===== src/rtl/uart_rx.sv =====
// 8N1 UART receiver: 2-flop synchronizer, mid-bit sampling, latched byte with ready/overrun.
// A byte lands 2 + 1 + CLKS_PER_BIT/2 + 9*CLKS_PER_BIT cycles after the start edge; no backpressure, rd only acknowledges.
module uart_rx #(
    parameter int CLKS_PER_BIT = 16
) (
    input  logic       clk,
    input  logic       reset,
    input  logic       ena,
    input  logic       in,
    input  logic       rd,
    output logic [7:0] data,
    output logic       valid,
    output logic       ready,
    output logic       overrun,
    output logic       frame_err,
    output logic       bussy
);

    localparam logic [7:0] HALF_M1 = 8'(CLKS_PER_BIT / 2 - 1);
    localparam logic [7:0] FULL_M1 = 8'(CLKS_PER_BIT - 1);

    typedef enum logic [2:0] {IDLE, START, DATA, STOP, BRK} state_t;

    state_t      state_q, state_d;
    logic [7:0]  cnt_q, cnt_d;
    logic [2:0]  idx_q, idx_d;
    logic [7:0]  shift_q, shift_d;
    logic [7:0]  data_q, data_d;
    logic        valid_q, ready_q, ready_d, ovr_q, ovr_d, ferr_q;
    logic        rx_meta_q, rx_s_q;
    logic        good, bad;

    always_comb begin
        state_d = state_q;
        cnt_d   = cnt_q;
        idx_d   = idx_q;
        shift_d = shift_q;
        good    = 1'b0;
        bad     = 1'b0;
        if (ena) begin
            state_d = IDLE;
            cnt_d   = '0;
            idx_d   = '0;
            shift_d = '0;
        end else begin
            case (state_q)
                IDLE: begin
                    cnt_d = '0;
                    if (!rx_s_q) state_d = START;
                end
                START: begin
                    if (cnt_q == HALF_M1) begin
                        cnt_d   = '0;
                        idx_d   = '0;
                        state_d = rx_s_q ? IDLE : DATA;
                    end else begin
                        cnt_d = cnt_q + 8'd1;
                    end
                end
                DATA: begin
                    if (cnt_q == FULL_M1) begin
                        shift_d[idx_q] = rx_s_q;
                        cnt_d          = '0;
                        idx_d          = idx_q + 3'd1;
                        if (idx_q == 3'd7) state_d = STOP;
                    end else begin
                        cnt_d = cnt_q + 8'd1;
                    end
                end
                STOP: begin
                    if (cnt_q == FULL_M1) begin
                        cnt_d = '0;
                        if (rx_s_q) begin
                            state_d = IDLE;
                            good    = 1'b1;
                        end else begin
                            state_d = BRK;
                            bad     = 1'b1;
                        end
                    end else begin
                        cnt_d = cnt_q + 8'd1;
                    end
                end
                BRK: begin
                    // Stay parked until the line recovers so a held-low line reports once.
                    if (rx_s_q) state_d = IDLE;
                end
                default: state_d = IDLE;
            endcase
        end
    end

    // A completing frame beats a simultaneous rd: the fresh byte must not be lost.
    always_comb begin
        data_d  = good ? shift_q : data_q;
        ready_d = good ? 1'b1 : (rd ? 1'b0 : ready_q);
        if (good && ready_q && !rd) ovr_d = 1'b1;
        else if (rd)                ovr_d = 1'b0;
        else                        ovr_d = ovr_q;
    end

    always_ff @(posedge clk or negedge reset) begin
        if (!reset) begin
            rx_meta_q <= 1'b1;
            rx_s_q    <= 1'b1;
            state_q   <= IDLE;
            cnt_q     <= '0;
            idx_q     <= '0;
            shift_q   <= '0;
            data_q    <= '0;
            valid_q   <= 1'b0;
            ready_q   <= 1'b0;
            ovr_q     <= 1'b0;
            ferr_q    <= 1'b0;
        end else begin
            rx_meta_q <= in;
            rx_s_q    <= rx_meta_q;
            state_q   <= state_d;
            cnt_q     <= cnt_d;
            idx_q     <= idx_d;
            shift_q   <= shift_d;
            data_q    <= data_d;
            valid_q   <= good;
            ready_q   <= ready_d;
            ovr_q     <= ovr_d;
            ferr_q    <= bad;
        end
    end

    assign data      = data_q;
    assign valid     = valid_q;
    assign ready     = ready_q;
    assign overrun   = ovr_q;
    assign frame_err = ferr_q;
    assign bussy     = (state_q != IDLE);

endmodule


===== config.mk =====
export PLATFORM = sky130hd
export DESIGN_NAME = uart_rx
export DESIGN_NICKNAME = d
export VERILOG_FILES = /design/src/rtl/uart_rx.sv
export SDC_FILE = /design/constraint.sdc
export NUM_CORES = 1
export LEC_CHECK = 0
export CAP_MARGIN = 25
export CORE_MARGIN = 3
export CORE_UTILIZATION = 60
export CTS_CLUSTER_DIAMETER = 30
export DETAILED_ROUTE_END_ITERATION = 16
export MAX_ROUTING_LAYER = met4
export PLACE_DENSITY_LB_ADDON = 0.15
export SYNTH_ARGS = -nofsm -noshare
export SYNTH_HDL_FRONTEND = slang
export SYNTH_SLANG_ARGS = --single-unit

===== constraint.sdc =====
create_clock -name clk -period 6.08 [get_ports clk]
set_clock_uncertainty 0.2 [all_clocks]
set_input_delay 0.608 -clock clk [delete_from_list [all_inputs] [get_ports clk]]
set_output_delay 0.608 -clock clk [all_outputs]
set_load 0.01 [all_outputs]

== Word-level counts from Yosys, hierarchy flattened ==
Cells that the tools add are included.
Widths: inputs -> output; s select.

* Equal/unequal tests: 13
* Add/sub/neg operators: 2
* Muxes and demuxes: 35
* $lt $le $gt $ge: 2
* Reduce and logical (&&, ||, !) cells: 16

{| class="wikitable"
|+ Operators with widths
! cell !! number
|-
| $mux 8 || 6
|-
| $mux 3 || 11
|-
| $pmux 8 s3 || 1
|-
| $ne 3x3->1 const B || 6
|-
| $pmux 3 s5 || 1
|-
| $mux 1 || 12
|-
| $add 8x1->8 const B || 1
|-
| $bwmux 8 || 1
|-
| $eq 8x3->1 const B || 1
|-
| $eq 8x4->1 const B || 1
|-
| $reduce_bool 2->1 || 4
|-
| $eq 3x2->1 const B || 2
|-
| $eq 3x3->1 const B || 2
|-
| $pmux 3 s2 || 1
|-
| $reduce_and 6->1 || 1
|-
| $reduce_bool 3->1 || 2
|-
| $lt 3x4->1 const B || 1
|-
| $reduce_bool 4->1 || 1
|-
| $add 3x1->3 const B || 1
|-
| $demux 1 s3 || 1
|-
| $eq 3x1->1 const B || 1
|-
| $ge 3x1->1 const B || 1
|-
| $logic_and 1x1->1 || 3
|-
| $logic_not 3->1 || 1
|-
| other kinds (5) || 5
|}

* Flip-flop bits (word level): 36
* Output and inout port bits: 13
* Input bits: 5

== Longest topological paths before layout ==
Gate-level depths: netlist of the first run.

* Word-level depth: 8
* Depth in mapped cells: 6

== Least setup slack after synthesis of the first run ==
Ideal clock, no wire load.

* Path kind: input port to flip-flop
* Start: input port ena
* End: register state_q[0]
* Library setup time: 0.125 ns
* Cell stages on the path: 4
* Slack: 3.784 ns
* Path buffers: 0
* Arrival: 1.972 ns
* Required time: 5.755 ns
* Path through: or4b_2 > a41oi_1 > nor3_1 > mux2_2

* Longest elaborated chain between the ends: 2
* Elaborated cells on any way between the ends: 8
* Those cells by class: eq/ne: 6; mux: 1; reduce/logical: 1

{| class="wikitable"
|+ RTL lines
! what !! RTL line !! RTL
|-
| start, declared || 8 || <nowiki>input logic ena,</nowiki>
|-
| $ne 3x3->1 (no source line) || - ||
|-
| $reduce_and 6->1 (no source line) || - ||
|-
| end signal, assigned || 118 || <nowiki>state_q <= state_d;</nowiki>
|-
| end, declared || 24 || <nowiki>state_t state_q, state_d;</nowiki>
|}

Several ways; a longest one is shown, not always the timed one.
A chain may end at the register's enable or synchronous reset.

== Final worst setup path of the first run ==
Ends and elaborated chain as after synthesis.

==> results of run 1 <==
cell usage in the layout, fill, tap and decap left out, drive strengths merged, types with 2 or more instances in the layout:
cell and count:
dfrtp 34, nand2 17, clkdlybuf4s50 17, o21ai 13
mux2 11, nand3 9, nor2 9, nor2b 9
o31ai 8, clkbuf 7, or3 6, nor3 6
nor4 5, inv 5, a21oi 5, o22ai 4
mux2i 3, ha 3, or4 2, nand2b 2
and3 2, or4b 2, a41oi 2, or2 2
o31a 2, and2 2, dfstp 2, buf 2
final cells by class:
type,instances,area [um^2]
multi-input combinational,136,882
fill,214,739
clock buffer,7,65.1
inverter,5,18.8
sequential,36,903
timing repair buffer,19,205
tap,31,38.8
where the power goes:
part	total (mW)	leakage [nW]	switching, mW	internal, mW
combinational	0.118	0.395	0.0568	0.0609
sequential	0.283	0.492	0.0307	0.252
clock	0.143	0.0374	0.0776	0.0656
total	0.544	0.924	0.165	0.379
critical path: cells and delay by family:
family | cells | cell delay [ns]
simple gates | 2 | 0.85
buf+inv | 2 | 0.74
compound gates | 1 | 0.31
mux | 1 | 0.30
logic make-up after synthesis:
family,Yosys count,synth area share [%]
buf+inv,17,3.58
flops,36,48.8
fa+ha+maj,3,2.03
simple gates,75,21.6
mux,14,8.31
compound gates,43,15.3
xor+xnor,1,0.473
routing by layer:
metal	GRT usage, %	part of all wire [%]	routed length [um]	vias up
met1	28.6	45	1650	722
met5	-	0	0	-
li1	-	-	-	720
met2	36.3	50	1830	29
met3	5.87	3.7	136	6
met4	9.09	1.5	55	0
final timing paths:
| kind | depth (start not counted) | slack, ns | startpoint | end |
|---|---|---|---|---|
| min in group asynchronous | 2 | 0.46 | reset | data[5] |
| setup reg to reg | 4 | 3.57 | cnt_q[4] | shift_q[7] |
| max in group asynchronous | 2 | 4.88 | reset | rx_meta_q |
| hold reg to reg | 0 | 0.16 | rx_meta_q | rx_s_q |
| setup / recovery | 6 | 3.29 | ena | state_q[0] |
| hold / removal | 0 | 0.16 | rx_meta_q | rx_s_q |
state kept, by name, indices dropped and copies added, names as in the netlist:
register	flops
cnt_q	8
data	8
state_q	3
rx_s_q	1
overrun	1
frame_err	1
ready	1
shift_q	8
valid	1
rx_meta_q	1
idx_q	3
per-stage QoR:
stage	instance area [um^2]	hold slack [ns]	power (mW)	worst slack, ns	utilization, %
final	2110	0.164	0.544	3.29	74.1
after global routing	2110	0.171	0.573	3.23	74.1
after CTS	2090	0.165	0.543	2.87	73.1
after detailed placement	2020	0.151	0.403	2.50	70.8
after global placement	2020	0.147	0.396	2.55	70.8
after floorplan	1850	0.112	0.366	3.78	-
==> flow_summary.yaml, run 1 <==
run_status:
  status: "complete, no violations"
run:
  maxCapViolations: 0
logic_synthesis:
  synth-edff-count: 0
  ys_top_cells_by_area: "dfrtp_1 (46%), mux2_2 (6.7%), nand2_1 (3.4%)"
  synth_warnings: 0
  ys_ff_latch: 36
  synth_cell_types: 40
  netlist.top_cell.by_area: "dfrtp_1"
  yosysTopAreaCellShare_pct: 45.9
  synth_flop_cell: "dfrtp_1"
  async_flop_share_pct: 100
  syn_area_per_cell_um2: 9.80
  synth_fp_nets: 197
  synth_most_common_cell: "dfrtp_1"
  synth_area_um2: 1850
  synth.yosys.seq_area_share_pct: 48.8
  syn_inst: 189
  synthTopCellsByCount: "dfrtp_1 (34), nand2_1 (17), mux2_2 (11)"
sta:
  fin_crit_ns: 2.79
  tightestPinTransition_ns: 0.587
  hold_viol: 0
  max_freq_mhz: 359
  finalCritPeriodShare_pct: 45.9
  setup_violations: 0
  maxSlewViolCount: 0
  setup_tns_ns: 0
  rsz0062_at_grt: "no"
  maxSlewHeadroom_pct: 60.6
drt:
  routedWlPerCell_um: 15.7
  drt_first_pass_iters: 4
  vias: 1477
  drt-initial-drc-count: 59
  routed_wl_um: 3670
  avgViaCountPerCell: 6.31
  drc_errors: 0
  ant_nets: 0
setup_path:
  critPathRequiredTime_ns: 6.11
  end_kind: "register"
  worst_setup_path_start_kind: "input port"
  critPathKind: "in -> reg"
  path_cells: "clkdlybuf4s50_1 -> buf_16 -> or4b_2 -> a41oi_1 -> nor3_1 -> mux2_2"
  crit_path_max_fanout: 32
  cp.arrival_ns: 2.82
  cpMaxStageDelayCell: "or4b_2"
  crit_path_max_incr_delay_ns: 0.69
clocking:
  root_buffer: "clkbuf_4"
  cts.reportedPaths.clkPinSlew_ns: 0.10
  cts_buffers: 5
  holdBufCountCts: 0
  ctsResizeCount: 0
  h-tree-depth: 2
  clk_latency_ns: 0.35
  post_cts_buffers: 0
  cts.sink_count: 36
  cts_tree: "done"
  ctsLongestPathBuffers: 2
floorplanning:
  start_util_pct: 64.9
  die_h_um: 61.6
  fp.dieW_um: 61.6
  num_rows: 19
  core_um2: 2850
  ioPinCount: 18
  die-area_um2: 3790
cells_and_area:
  finalNonFillerCells: 234
  n_antenna_cell: 0
  layout-drive-gt1-share_pct: 13.3
  nets: 211
  area_growth_pct: 14.1
pwr:
  ir_drop_mv: 0.262
  power_density_nw_per_um2: 257
  p_leak_nw: 0.924
grt:
  grtUsageTotal_pct: 23.2
  grt_pass1_wl_um: 6290
  grt_start_max_net_pins: 37
  overflow: 0
  grt_pass1_vias: 1371
  antenna_found_initial: 0
place:
  numPortBuffers: 17
  placed_cells: 226
  hpwl_um: 2520
  gp_congestion: 0.883
worst_hold_path:
  hp-class: "reg -> reg"
Note: power is estimated with default switching activity, not from simulation.
==> run 2: changes to the inputs <==
- CORE_UTILIZATION: 60 -> 56
- clock period: 6.08 -> 2.6 ns (I/O delays scaled with it)
==> flow_summary.yaml, run 2 (synthesized netlist as in run 1, its figures left out) <==
floorplanning:
  start_util_pct: 59.7
  ioPinCount: 18
  fp.dieW_um: 63.5
  die_h_um: 63.5
  num_rows: 20
  core_um2: 3100
  die-area_um2: 4030
clocking:
  cts_tree: "done"
  cts.reportedPaths.clkPinSlew_ns: 0.11
  ctsResizeCount: 0
  ctsLongestPathBuffers: 2
  root_buffer: "clkbuf_4"
  holdBufCountCts: 0
  h-tree-depth: 2
  post_cts_buffers: 0
  clk_latency_ns: 0.35
  cts.sink_count: 36
  cts_buffers: 5
grt:
  grtUsageTotal_pct: 21.0
  overflow: 0
  grt_start_max_net_pins: 37
  grt_pass1_vias: 1444
  grt_pass1_wl_um: 6380
  antenna_found_initial: 0
pwr:
  clkPwrFrac_pct: 29.0
  sequentialPowerShare_pct: 47.6
  ir_drop_mv: 0.634
  p_comb_share_pct: 23.4
  p_sw_mw: 0.391
  power.internal_mw: 0.946
  power_density_nw_per_um2: 618
  p_sw_share_pct: 29.2
  p_leak_nw: 0.953
sta:
  max_freq_mhz: 411
  setup_tns_ns: 0
  finalCritPeriodShare_pct: 93.5
  maxSlewHeadroom_pct: 57.7
  fin_crit_ns: 2.43
  rsz0062_at_grt: "no"
  tightestPinTransition_ns: 0.631
  hold_viol: 0
  setup_violations: 0
  maxSlewViolCount: 0
drt:
  drc_errors: 0
  drt_first_pass_iters: 4
  ant_nets: 0
  routedWlPerCell_um: 14.0
  drt-initial-drc-count: 54
  routed_wl_um: 3550
  vias: 1476
  avgViaCountPerCell: 5.81
cells_and_area:
  layout_commonest_cell: "dfrtp_1"
  layout-drive-gt1-share_pct: 15.7
  area_growth_pct: 17.0
  nets: 217
  n_antenna_cell: 0
  finalNonFillerCells: 254
  final_area_um2: 2170
  final_core_util_pct: 69.8
  final_cell_mix: "dfrtp_1 (34), nand2_1 (17), clkdlybuf4s50_1 (17)"
place:
  numPortBuffers: 17
  hpwl_um: 2510
  gp_congestion: 0.876
  placed_cells: 246
  place_area_um2: 2090
setup_path:
  worst_setup_path_start_kind: "register"
  critPathKind: "reg -> reg"
  end_kind: "register"
  critPathRequiredTime_ns: 2.64
  crit_path_max_fanout: 9
  cp.arrival_ns: 2.47
run:
  maxCapViolations: 0
worst_hold_path:
  hp-class: "in -> async"
run_status:
  status: "complete, no violations"
run 2: cell types whose count changed in the layout (fill, tap and decap cells not counted), sizes merged:
cell | previous run | this run
clkinv | 0 | 1
clkbuf | 7 | 6
bufinv | 0 | 1
buf | 2 | 8
run 2: metrics by stage:
stage	worst slack [ns]	hold WS (ns)	total power, mW
after CTS	0.119	0.0994	1.35
after detailed placement	0.144	0.148	0.960
final	0.168	0.107	1.34
after global placement	0.232	0.148	0.947
after floorplan	0.362	-0.236	0.857
after global routing	0.0320	0.0904	1.43
run 2: cell type report:
cell class                 instances  area, um^2
clock buffer                       6        41.3
inverter                           5        18.8
timing repair buffer              25         230
clock inverter                     2        35.0
tap                               44        55.1
sequential                        36         903
fill                             258         937
multi-input combinational        136         882
run 2: final timing paths:
kind | from | to | slack [ns] | depth (start not counted)
max | cnt_q[7] | data[7] | 0.17 | 5
min | reset | shift_q[0] | 0.11 | 2
max reg2reg | cnt_q[7] | data[7] | 0.17 | 5
min reg2reg | rx_meta_q | rx_s_q | 0.16 | 0
max in group asynchronous | reset | rx_meta_q | 1.76 | 2
min in group clk | in | rx_meta_q | 0.12 | 1
run 2: per-layer routing:
layer	track usage, %	vias up	wire (um)
li1	-	734	-
met1	23.7	705	1580
met2	33.4	27	1730
met3	6.60	10	155
met4	10.5	0	87
met5	-	-	0
run 2: critical path, stage by stage (launching register included):
cell and delay, ns:
dfrtp_1 0.43, or4_1 0.59, buf_4 0.19, nor2_1 0.16, nand3_1 0.36, mux2_2 0.39
run 2: power groups by stage:
stage,logic (mW),registers [mW],clock network [mW]
2_1_floorplan,0.236,0.621,0
3_3_place_gp,0.302,0.645,0
6_report,0.313,0.636,0.388
5_1_grt,0.349,0.645,0.433
3_5_place_dp,0.314,0.646,0
4_1_cts,0.315,0.635,0.403
==> run 3: changes to the inputs <==
- CORE_UTILIZATION: 56 -> 59
- CTS_BUF_LIST: not set -> sky130_fd_sc_hd__clkbuf_8
==> flow_summary.yaml, run 3 (synthesized netlist as in run 1, its figures left out) <==
sta:
  setup_tns_ns: 0
  setup_violations: 0
  rsz0062_at_grt: "no"
  finalCritPeriodShare_pct: 91.9
  hold_viol: 0
  maxSlewViolCount: 0
  maxSlewHeadroom_pct: 58.6
  max_freq_mhz: 418
  fin_crit_ns: 2.39
  tightestPinTransition_ns: 0.616
cells_and_area:
  multi_input_area_um2: 882
  layout_commonest_cell: "dfrtp_1"
  layout-drive-gt1-share_pct: 14.8
  n_antenna_cell: 0
  final_core_util_pct: 75.4
  nets: 216
  final_cell_mix: "dfrtp_1 (34), nand2_1 (17), clkdlybuf4s50_1 (17)"
  area_growth_pct: 17.2
  nFillCells: 206
  seq_area_um2: 903
  final_area_um2: 2170
pwr:
  p_leak_nw: 0.959
  p_comb_share_pct: 23.4
  ir_drop_mv: 0.549
  clkPwrFrac_pct: 29.6
  power_density_nw_per_um2: 631
  p_sw_mw: 0.412
  sequentialPowerShare_pct: 46.9
  p_sw_share_pct: 30.1
  power_mw: 1.37
  power.internal_mw: 0.957
setup_path:
  worst_setup_path_start_kind: "register"
  crit_path_max_incr_delay_ns: 0.64
  timing.rr.end: "data[1]"
  ff2ff_setup_slack_ns: 0.21
  worst-path-stages: 4
  path_cells: "or4_1 -> nor2_1 -> nand3_1 -> mux2_2"
  crit_path_max_fanout: 9
  critPathKind: "reg -> reg"
  ff2ff_path_depth: 4
  r2r-start: "cnt_q[4]"
  cp.arrival_ns: 2.37
  end_kind: "register"
  path_buf_inv: 0
  critPathRequiredTime_ns: 2.58
  cpMaxStageDelayCell: "or4_1"
  critPathTopFamily: "simple AND/OR/NAND/NOR gates"
drt:
  avgViaCountPerCell: 6.15
  drt-initial-drc-count: 136
  routed_wl_um: 3880
  drt_first_pass_iters: 4
  ant_nets: 0
  drc_errors: 0
  routedWlPerCell_um: 15.5
  vias: 1543
clocking:
  cts_tree: "done"
  root_buffer: "clkbuf_8"
  holdBufCountCts: 0
  clk_latency_ns: 0.29
  h-tree-depth: 2
  cts.sink_count: 36
  post_cts_buffers: 0
  cts_buffers: 5
  cts.reportedPaths.clkPinSlew_ns: 0.07
  ctsResizeCount: 0
  ctsLongestPathBuffers: 2
grt:
  grt_pass1_vias: 1487
  overflow: 0
  grt_start_max_net_pins: 37
  grt_pass1_wl_um: 6730
  antenna_found_initial: 0
  grtUsageTotal_pct: 25.0
worst_hold_path:
  min_from: "rx_meta_q"
  holdPathStages: 0
  min_to: "rx_s_q"
  hp-class: "reg -> reg"
place:
  gp_congestion: 0.899
  place_area_um2: 2080
  hpwl_um: 2660
  numPortBuffers: 17
floorplanning:
  core_um2: 2880
  die_h_um: 62.0
  fp.dieW_um: 62.0
  num_rows: 19
  start_util_pct: 64.4
  die-area_um2: 3850
  ioPinCount: 18
run:
  maxCapViolations: 0
run_status:
  status: "complete, no violations"
run 3: changes by cell type in the layout (fill, tap and decap cells not counted):
cell	delta
buf_4	-1
clkbuf_8	+6
clkbuf_4	-5
clkinv_2	-1
clkbuf_1	-1
inv_1	+2
bufinv_16	-1
run 3: routing by layer:
| layer | global-route usage [%] | share of wire (%) |
|---|---|---|
| met4 | 10.0 | 1.9 |
| met2 | 37.4 | 47 |
| met5 | - | 0 |
| met1 | 32.0 | 45 |
| met3 | 6.82 | 6.2 |
run 3: cell type report:
cell class | instances | share of cell area [%]
tap | 42 | 2.42
clock buffer | 6 | 3.81
inverter | 5 | 0.865
sequential | 36 | 41.6
timing repair buffer | 24 | 10.3
clock inverter | 2 | 0.346
multi-input combinational | 136 | 40.7
run 3: worst register-to-register path, cell delays in order (launching register included):
cell and delay, ns:
dfrtp_1 0.44, or4_1 0.64, nor2_1 0.21, nand3_1 0.38, mux2_2 0.41
run 3: power by group through the flow:
stage          sequential, mW  combinational (mW)  clock, mW
6_report                0.643               0.321      0.406
5_1_grt                 0.649               0.355      0.431
4_1_cts                 0.640               0.318      0.403
3_5_place_dp            0.650               0.314          0
3_3_place_gp            0.647               0.307          0
2_1_floorplan           0.621               0.236          0
run 3: worst max path at each step:
stage / from / to / slack, ns
3_3_place_gp: ena / state_q[0] / 0.22
5_1_grt: cnt_q[4] / data[1] / 0.12
2_1_floorplan: cnt_q[4] / shift_q[1] / 0.36
6_report: cnt_q[4] / data[1] / 0.21
4_1_cts: cnt_q[4] / data[1] / 0.23
3_5_place_dp: ena / data[1] / 0.16
run 3: metrics by stage:
step / hold slack [ns] / worst slack, ns / std cells
4_1_cts: 0.161 / 0.232 / 251
3_3_place_gp: 0.150 / 0.215 / 243
2_1_floorplan: -0.236 / 0.362 / 189
5_1_grt: 0.163 / 0.122 / 251
6_report: 0.159 / 0.210 / 251
3_5_place_dp: 0.151 / 0.161 / 243
